--- src/rtl/fifo_pkg.sv ---
// Shared helpers for the multi-port no-handshake FIFO: width helpers and modulo add.
package fifo_pkg;

  function automatic int max2(input int a, input int b);
    return (a > b) ? a : b;
  endfunction

  function automatic int ptr_width(input int depth);
    return (depth > 1) ? $clog2(depth) : 1;
  endfunction

  // b may exceed n (head may advance by pops plus discarded entries), so a full modulo is used
  function automatic int unsigned mod_add(input int unsigned a, input int unsigned b,
                                          input int unsigned n);
    return (a + b) % n;
  endfunction

endpackage

--- src/rtl/fifo_nohs_mp_ptr.sv ---
// Modulo-DEPTH pointer register with per-lane offset pointers; used for both head and tail.
module fifo_nohs_mp_ptr
  import fifo_pkg::*;
#(
  parameter int DEPTH  = 8,
  parameter int N_LANE = 2,
  parameter int AW     = 3,
  parameter int IW     = 3
)(
  input  logic          clk_i,
  input  logic          rst_n_i,
  input  logic          clear_i,
  input  logic [IW-1:0] inc_i,
  output logic [AW-1:0] ptr_o,
  output logic [AW-1:0] lane_ptr_o [N_LANE]
);

  logic [AW-1:0] ptr_r;

  // Pointer state: clear wins over increment
  always_ff @(posedge clk_i or negedge rst_n_i) begin
    if (!rst_n_i) begin
      ptr_r <= '0;
    end else if (clear_i) begin
      ptr_r <= '0;
    end else begin
      ptr_r <= AW'(mod_add(32'(ptr_r), 32'(inc_i), 32'(DEPTH)));
    end
  end

  // Per-lane offsets from the base pointer
  always_comb begin
    ptr_o = ptr_r;
    for (int k = 0; k < N_LANE; k++) begin
      lane_ptr_o[k] = AW'(mod_add(32'(ptr_r), 32'(k), 32'(DEPTH)));
    end
  end

endmodule

--- src/rtl/fifo_nohs_mp.sv ---
// Multi-port FIFO without valid/ready handshake: up to N_PUSH writes and N_POP reads per cycle.
// Optional FIFO_NOHS_MP_OVERWRITE_EN: on overflow overwrite the oldest entries instead of dropping.
module fifo_nohs_mp
  import fifo_pkg::*;
#(
  parameter type DATA_T = logic [7:0],
  parameter int  DEPTH  = 8,
  parameter int  N_PUSH = 2,
  parameter int  N_POP  = 2,
  localparam int CW     = $clog2(DEPTH+1),
  localparam int PW     = $clog2(N_PUSH+1),
  localparam int QW     = $clog2(N_POP+1)
)(
  input  logic          clk_i,
  input  logic          rst_n_i,
  input  logic          flush_i,
  input  logic [PW-1:0] push_cnt_i,
  input  DATA_T         data_i [N_PUSH],
  input  logic [QW-1:0] pop_cnt_i,
  output DATA_T         data_o [N_POP],
  output logic [N_POP-1:0] valid_o,
  output logic [CW-1:0] count_o,
  output logic          full_o,
  output logic          empty_o,
  output logic          overflow_o,
  output logic          underflow_o
);

  localparam int AW      = ptr_width(DEPTH);
  localparam int INC_MAX = max2(N_PUSH, N_POP) + N_PUSH;
  localparam int IW      = $clog2(INC_MAX+1);

  DATA_T             mem_r [DEPTH];
  logic [CW-1:0]     count_r;
  logic              overflow_r;
  logic              underflow_r;

  logic [AW-1:0]     head_s;
  logic [AW-1:0]     tail_s;
  logic [AW-1:0]     head_lane_s [N_POP];
  logic [AW-1:0]     tail_lane_s [N_PUSH];
  logic [IW-1:0]     head_inc_s;
  logic [IW-1:0]     tail_inc_s;
  logic [CW-1:0]     count_nxt_s;
  logic [N_PUSH-1:0] wr_en_s;
  logic              overflow_nxt_s;
  logic              underflow_nxt_s;

  int count_s;
  int push_s;
  int pop_s;
  int pop_eff_s;
  int free_s;
  int push_eff_s;
  int excess_s;

  fifo_nohs_mp_ptr #(
    .DEPTH  (DEPTH),
    .N_LANE (N_POP),
    .AW     (AW),
    .IW     (IW)
  ) u_head (
    .clk_i      (clk_i),
    .rst_n_i    (rst_n_i),
    .clear_i    (flush_i),
    .inc_i      (head_inc_s),
    .ptr_o      (head_s),
    .lane_ptr_o (head_lane_s)
  );

  fifo_nohs_mp_ptr #(
    .DEPTH  (DEPTH),
    .N_LANE (N_PUSH),
    .AW     (AW),
    .IW     (IW)
  ) u_tail (
    .clk_i      (clk_i),
    .rst_n_i    (rst_n_i),
    .clear_i    (flush_i),
    .inc_i      (tail_inc_s),
    .ptr_o      (tail_s),
    .lane_ptr_o (tail_lane_s)
  );

  // Pop/push arbitration: popped slots are free for pushes in the same cycle
  always_comb begin
    count_s         = int'(count_r);
    push_s          = int'(push_cnt_i);
    pop_s           = int'(pop_cnt_i);
    pop_eff_s       = (pop_s > count_s) ? count_s : pop_s;
    free_s          = DEPTH - count_s + pop_eff_s;
    push_eff_s      = push_s;
    excess_s        = 0;
    wr_en_s         = '0;
    count_nxt_s     = count_r;
    head_inc_s      = '0;
    tail_inc_s      = '0;
    overflow_nxt_s  = 1'b0;
    underflow_nxt_s = 1'b0;

    if (push_s > free_s) begin
`ifdef FIFO_NOHS_MP_OVERWRITE_EN
      excess_s   = push_s - free_s;
`else
      push_eff_s = free_s;
`endif
    end else begin
      push_eff_s = push_s;
    end

    if (flush_i) begin
      count_nxt_s = '0;
    end else begin
      // Tail slots beyond free are the oldest entries when overwriting, so writes stay in-lane
      for (int k = 0; k < N_PUSH; k++) begin
        wr_en_s[k] = (k < push_eff_s);
      end
      count_nxt_s     = CW'(count_s + push_eff_s - pop_eff_s - excess_s);
      head_inc_s      = IW'(pop_eff_s + excess_s);
      tail_inc_s      = IW'(push_eff_s);
      overflow_nxt_s  = (push_s > free_s);
      underflow_nxt_s = (pop_s > count_s);
    end
  end

  // Occupancy and one-cycle error pulses
  always_ff @(posedge clk_i or negedge rst_n_i) begin
    if (!rst_n_i) begin
      count_r     <= '0;
      overflow_r  <= 1'b0;
      underflow_r <= 1'b0;
    end else begin
      count_r     <= count_nxt_s;
      overflow_r  <= overflow_nxt_s;
      underflow_r <= underflow_nxt_s;
    end
  end

  // Storage array; flush leaves contents in place
  always_ff @(posedge clk_i or negedge rst_n_i) begin
    if (!rst_n_i) begin
      for (int i = 0; i < DEPTH; i++) begin
        mem_r[i] <= '0;
      end
    end else begin
      for (int k = 0; k < N_PUSH; k++) begin
        if (wr_en_s[k]) begin
          mem_r[tail_lane_s[k]] <= data_i[k];
        end
      end
    end
  end

  // Read lanes and status derived from registered state only
  always_comb begin
    for (int j = 0; j < N_POP; j++) begin
      data_o[j]  = mem_r[head_lane_s[j]];
      valid_o[j] = (j < int'(count_r));
    end
    count_o     = count_r;
    full_o      = (int'(count_r) == DEPTH);
    empty_o     = (count_r == '0);
    overflow_o  = overflow_r;
    underflow_o = underflow_r;
  end

`ifndef SYNTHESIS
  fifo_nohs_mp_chk #(
    .N_PUSH (N_PUSH),
    .N_POP  (N_POP),
    .PW     (PW),
    .QW     (QW)
  ) u_chk (
    .clk_i      (clk_i),
    .rst_n_i    (rst_n_i),
    .push_cnt_i (push_cnt_i),
    .pop_cnt_i  (pop_cnt_i)
  );
`endif

endmodule

// Illegal lane-count checks for simulation builds.
module fifo_nohs_mp_chk #(
  parameter int N_PUSH = 2,
  parameter int N_POP  = 2,
  parameter int PW     = 2,
  parameter int QW     = 2
)(
  input logic          clk_i,
  input logic          rst_n_i,
  input logic [PW-1:0] push_cnt_i,
  input logic [QW-1:0] pop_cnt_i
);

  a_push_cnt_legal: assert property (@(posedge clk_i) disable iff (!rst_n_i)
                                     int'(push_cnt_i) <= N_PUSH);
  a_pop_cnt_legal:  assert property (@(posedge clk_i) disable iff (!rst_n_i)
                                     int'(pop_cnt_i) <= N_POP);

endmodule

--- config.mk ---
export PLATFORM = sky130hd
export DESIGN_NAME = fifo_nohs_mp
export DESIGN_NICKNAME = d
export VERILOG_FILES = /design/src/rtl/fifo_pkg.sv /design/src/rtl/fifo_nohs_mp_ptr.sv /design/src/rtl/fifo_nohs_mp.sv
export SDC_FILE = /design/constraint.sdc
export NUM_CORES = 1
export LEC_CHECK = 0
export BUFFER_PORTS_ARGS = -buffer_cell sky130_fd_sc_hd__buf_4
export CAP_MARGIN = 20
export CORE_MARGIN = 1.5
export CORE_UTILIZATION = 50
export CTS_BUF_LIST = sky130_fd_sc_hd__clkbuf_8
export DETAILED_ROUTE_END_ITERATION = 10
export PLACE_DENSITY_LB_ADDON = 0.25
export SETUP_SLACK_MARGIN = 0.3
export SYNTH_ARGS = -nofsm -noshare
export SYNTH_HDL_FRONTEND = slang
export SYNTH_SLANG_ARGS = --single-unit
--- constraint.sdc ---
create_clock -name clk_i -period 6.2 [get_ports clk_i]
set_input_delay 0.31 -clock clk_i [delete_from_list [all_inputs] [get_ports clk_i]]
set_output_delay 0.31 -clock clk_i [all_outputs]
set_load 0.1 [all_outputs]
* Yosys cells after proc, flatten, opt, wreduce, memory -nomap -nowiden
Index checks and enable logic that the tools add are counted.
Word-level totals: logic and storage cells 65, register bits 76
Operators by class: bitwise logic cells 4, mux-type cells 24, equal/unequal tests 1, add/sub/neg operators 8, magnitude comparators 12, reductions and logical operators 3
Operators by type and width (number):
- bitwise mux 64 bit | 2
- 2-to-1 mux 64 bit | 2
- binary-select mux 8 bit (select 3 bit) | 2
- demux 8 bit (select 3 bit) | 2
- 2-to-1 mux 8 bit | 6
- less-than comparator 1 x 32 -> 1 bit, first input constant | 1
- less-than comparator 2 x 32 -> 1 bit, first input constant | 1
- 2-to-1 mux 32 bit | 1
- >= comparator 4 bit, second input constant | 4
- inverter 3 -> 4 bit | 4
- 2-to-1 mux 3 bit | 4
- less-than comparator 1 x 4 -> 1 bit, first input constant | 2
- less-than comparator 4 x 1 -> 1 bit, second input constant | 2
- 2-to-1 mux 4 bit | 2
- adder 3 x 1 -> 3 bit, second input constant | 2
- adder 3 bit | 2
- adder 5 x 5 -> 6 bit | 1
- > comparator 3 x 6 -> 1 bit | 1
- subtractor 4 x 4 -> 5 bit, first input constant | 1
- adder 4 bit | 1
- == test 4 bit, second input constant | 1
- > comparator 2 x 4 -> 1 bit | 1
- logical NOT 4 bit | 1
- subtractor 4 bit | 1
- other kinds (3) | 5

* Logic depth before layout (Yosys ltp)
depth in word-level cells 10, gate-level depth with buffers 26

* Hierarchy
A second synthesis with hierarchy kept.
Unflattened totals: cells, all modules 620, area total of the unflattened synthesis 5804.3 um^2
By module, submodules not included:
- fifo_nohs_mp | cells each 584, area each 5396.4 um^2, instances 1
- fifo_nohs_mp_ptr | cells each 18, area each 203.9 um^2, instances 2

* Worst setup path before layout
No wires, ideal clock.
path type flip-flop to flip-flop, from register count_r[1] (netlist: count_o[1]), to register count_r[3] (netlist: count_o[3]), required time 6.069 ns, path slack -0.148 ns, data arrival time 6.217 ns, stages on the path, launching flop included 26, setup time 0.131 ns, cell sequence dfrtp_1 -> inv_1 -> ha_1 -> nor2b_1 -> o211ai_1 -> nor2_1 -> a21oi_1 -> inv_1 -> fa_1 -> clkbuf_8 -> inv_1 -> ha_1 -> nor2b_1 -> o211ai_1 -> a21o_1 -> buf_6 -> buf_2 -> nand2_1 -> mux2_2 -> fa_1 -> ha_1 -> a21o_1 -> a21oi_1 -> xnor2_1 -> xnor2_1 -> nor2_1
On the way: longest elaborated chain between the ends 8, elaborated cells between the ends (all ways) 9
Ends and longest elaborated chain:
- from (decl) | RTL line fifo_nohs_mp.sv:34 | logic [CW-1:0] count_r;
- from (signal assigned) | RTL line fifo_nohs_mp.sv:133 | count_r <= count_nxt_s;
- > comparator 2 x 4 -> 1 bit | RTL line fifo_nohs_mp.sv:90 | pop_eff_s = (pop_s > count_s) ? count_s : pop_s;
- 2-to-1 mux 4 bit | RTL line fifo_nohs_mp.sv:90
- adder 5 x 5 -> 6 bit | RTL line fifo_nohs_mp.sv:91 | free_s = DEPTH - count_s + pop_eff_s;
- > comparator 3 x 6 -> 1 bit | RTL line fifo_nohs_mp.sv:101 | if (push_s > free_s) begin
- 2-to-1 mux 32 bit | RTL line fifo_nohs_mp.sv:101
- adder 4 bit | RTL line fifo_nohs_mp.sv:118 | count_nxt_s = CW'(count_s + push_eff_s - pop_eff_s - excess_s);
- subtractor 4 bit * | RTL line fifo_nohs_mp.sv:118
- 2-to-1 mux 4 bit * | RTL line fifo_nohs_mp.sv:111 | if (flush_i) begin
- net count_nxt_s[3] | RTL line fifo_nohs_mp.sv:44 | logic [CW-1:0] count_nxt_s;
The timed path passes the listed nets; every way through them passes the cells marked *.

* Worst setup path in the final report
Ends and elaborated chain as after synthesis.

==> metrics.yaml <==
critical_path:
  worstSetupStartpointType: "register"
  worstPathCellList: "inv_1 > ha_1 > nor2b_1 > o211ai_1 > nor2_1 > a21oi_1 > inv_1 > fa_2 > inv_1 > ha_1 > nor2b_1 > o211ai_1 > a21o_1 > nand2_1 > mux2_2 > fa_1 > ha_1 > a21o_1 > a21oi_1 > xnor2_1 > xnor2_1 > nor2_1"
  critical_path_peak_fanout: 9
  crit_arrival_ns: 5.79
  r2r_start: "count_o[1]"
  endpoint_kind: "register"
  cp_data_required_time_ns: 6.46
  reg2reg_to: "count_o[3]"
  critical_path_s_slowest_cell: "sky130_fd_sc_hd__fa_2"
  register_to_register_setup_slack_ns: 0.67
  cp_peak_stage_delay_ns: 0.71
  crit_type: "reg2reg"
  ff2ff_path_depth: 22
sta:
  max_slew_violations: 0
  worst-slew-pin-transition_ns: 1.05
  layout_worst_path_cycle_share: 0.892
  worst_setup_margin_ns: 0.670
  period_needed_ns: 5.53
  timing.final.hold_violations: 0
  clock-skew-final_ns: 0.0172
  setup_repair_after_global_routing_missed_its_margin: "false"
  clock.fmax_ghz: 0.181
  finalSetupViolCount: 0
  slew-limit-headroom: 0.286
  timing.setup.tns_ns: 0
clock_network:
  clock_latency_ns: 0.37
  clock-sinks: 76
  cts_tree: "yes"
  clk_pin_slew_ns: 0.09
  max-clock-path-buffers: 2
  cts-root-buf: "sky130_fd_sc_hd__clkbuf_8"
  cts-buffers-inserted: 9
  clock_h_tree_levels: 3
  post-cts-setup-buffers: 0
drt:
  vias_per_cell: 5.89
  drt_iter0_markers: 250
  routed_len_inst_um: 20.0
  drt_drc_violations_left: 0
  drt_pass1_iterations: 4
  dr_total_vias: 4076
  wirelength_um: 13800
  ant_nets: 0
floorplanning:
  placement_rows: 38
  floorplan.io_pins: 49
  core_um2: 11000
  die_x_um: 110
  initial_core_util: 0.521
  die_height_um: 110
  die-area_um2: 12100
placement:
  dpl_worst_slack_ns: 0.641
  portBuffers: 48
  place_congestion: 0.824
  place.detailed.hpwl_um: 9150
  placed_cell_area_um2: 5960
flow_run:
  max_cap_viol_count: 0
final_layout:
  finalCoreUtilization: 0.561
  antennaDiodeCount: 0
  nFillCells: 975
  syn_to_final_growth_pct: 7.76
  fraction_of_final_layout_cells_with_drive_strength_greater_than_1: 0.272
  postLayoutCellArea_um2: 6190
  register_area_um2: 1910
  multiInputGateArea_um2: 3390
  nets: 593
synth:
  count_of_mapped_cells_out_of_synthesis: 516
  synthDistinctLibCells: 50
  synth-seq-cells: 76
  ys.flop_type: "sky130_fd_sc_hd__dfrtp_1"
  synth_top_family_by_area: "multiplexers"
  ys_seq_area_frac: 0.331
  synth_edf_count: 0
  yosys.area.top_type_share: 0.331
  ys_top_cells_by_count: "76 x sky130_fd_sc_hd__dfrtp_1, 69 x sky130_fd_sc_hd__mux2i_1, 52 x sky130_fd_sc_hd__nor2_1"
  post_synth_xor_area_fraction: 0.0198
  syn_area_um2: 5740
  synth_compound_area_frac: 0.111
  synth_mux_area_frac: 0.293
  postSynthAreaPerCell_um2: 11.1
  top_cells_by_area_synth: "sky130_fd_sc_hd__dfrtp_1 33%, sky130_fd_sc_hd__mux4_2 13%, sky130_fd_sc_hd__mux2i_1 12%"
  area_share_of_and_or_nand_nor_cells_after_synthesis: 0.108
  synthAdderAreaFrac: 0.0567
  synth_top_cell_by_area: "sky130_fd_sc_hd__dfrtp_1"
  postSynth.asyncResetShare: 1.00
  yosys_warnings: 0
  yosys.cell_count.top_type: "sky130_fd_sc_hd__dfrtp_1"
global_route:
  grt_max_degree: 77
  grt_antenna_before_repair: 0
  grt_pass1_wl_um: 21600
  grt_usage: 0.244
  grt.overflow.total: 0
  grt_pass1_vias: 4082
worst_hold_path:
  worstHoldPathType: "in2reg"
  holdCritStartpoint: "data_i[7]"
  min_delay_worst_endpoint: "mem_r[31]"
  timing.hold.worst_path_depth: 3
status:
  run_status: "finished clean"
-- worst max-delay path: cells and delay by family, from the launching register on --
kind,cells,cell delay (ns)
muxes,1,0.31
AOI/OAI and AO/OA,6,1.38
and+or+nand+nor,5,0.52
xor gates and xnor gates,2,0.29
adders and majority gates,5,2.08
buffers and inverters,3,0.34
DFF,1,0.51
-- timing repair --
action | in CTS | in global routing
gates resized for setup | 0 | 1
hold buffers | 0 | 1
endpoints found under the hold margin | 0 | 15
setup endpoints to repair | 0 | 1
-- routing by layer --
layer  part of all wire  global-route usage  vias to the layer above
met5                  0                   0                        -
met4              0.011              0.0751                        0
met3              0.056              0.0558                       13
met2               0.48               0.393                      123
met1               0.46               0.331                     2022
li1                   -                   -                     1918
-- placed cells by master, fill, tap and decap left out, types with 9 or more instances in the layout --
cell,instances
sky130_fd_sc_hd__dfrtp_1,74
sky130_fd_sc_hd__mux2i_1,69
sky130_fd_sc_hd__buf_4,58
sky130_fd_sc_hd__nor2_1,52
sky130_fd_sc_hd__nand2_1,43
sky130_fd_sc_hd__a21oi_1,37
sky130_fd_sc_hd__o21ai_1,32
sky130_fd_sc_hd__mux4_2,32
sky130_fd_sc_hd__ha_1,18
sky130_fd_sc_hd__mux2_2,17
sky130_fd_sc_hd__inv_1,14
sky130_fd_sc_hd__clkbuf_8,12
sky130_fd_sc_hd__nand3_1,9
sky130_fd_sc_hd__nor2b_1,9
sky130_fd_sc_hd__xnor2_1,9
-- cells by family after synthesis --
logic type / Yosys count
adder cells (fa/ha/maj): 23
flip-flops: 76
AO/OA/AOI/OAI: 92
AND/OR/NAND/NOR: 134
other: 1
XOR/XNOR: 13
buffers and inverters: 55
multiplexers: 122
-- stage by stage --
step / hold WS, ns / cells
floorplan: 0.0144 / 517
global placement: 0.540 / 674
detailed placement: 0.551 / 674
CTS: 0.161 / 690
global route: 0.230 / 692
finish: 0.235 / 692
-- worst max-delay path by stage --
stage | cells after the start | from | end
after floorplan | 25 | count_o[1] | count_o[3]
after global placement | 22 | count_o[1] | count_o[3]
after detailed placement | 22 | count_o[1] | count_o[3]
after CTS | 22 | count_o[1] | count_o[3]
after global routing | 22 | count_o[1] | count_o[3]
final | 22 | count_o[1] | count_o[3]
-- sequential cells by signal, indices dropped and copies added (netlist names) --
name / flops
underflow_o: 1
count_o: 4
u_tail.ptr_o: 3
mem_r: 64
u_head.ptr_o: 3
overflow_o: 1
-- final cells by class --
class | instances | area share
inverters | 14 | 0.00849
repair buffers | 60 | 0.0764
well taps | 140 | 0.0283
multi-input cells | 386 | 0.548
clock buffers | 12 | 0.0267
flip-flops and latches | 76 | 0.308
clock inverters | 4 | 0.00384
Power is not shown: default switching activity piles up to over one toggle a cycle in this logic, so the estimate is an artifact.
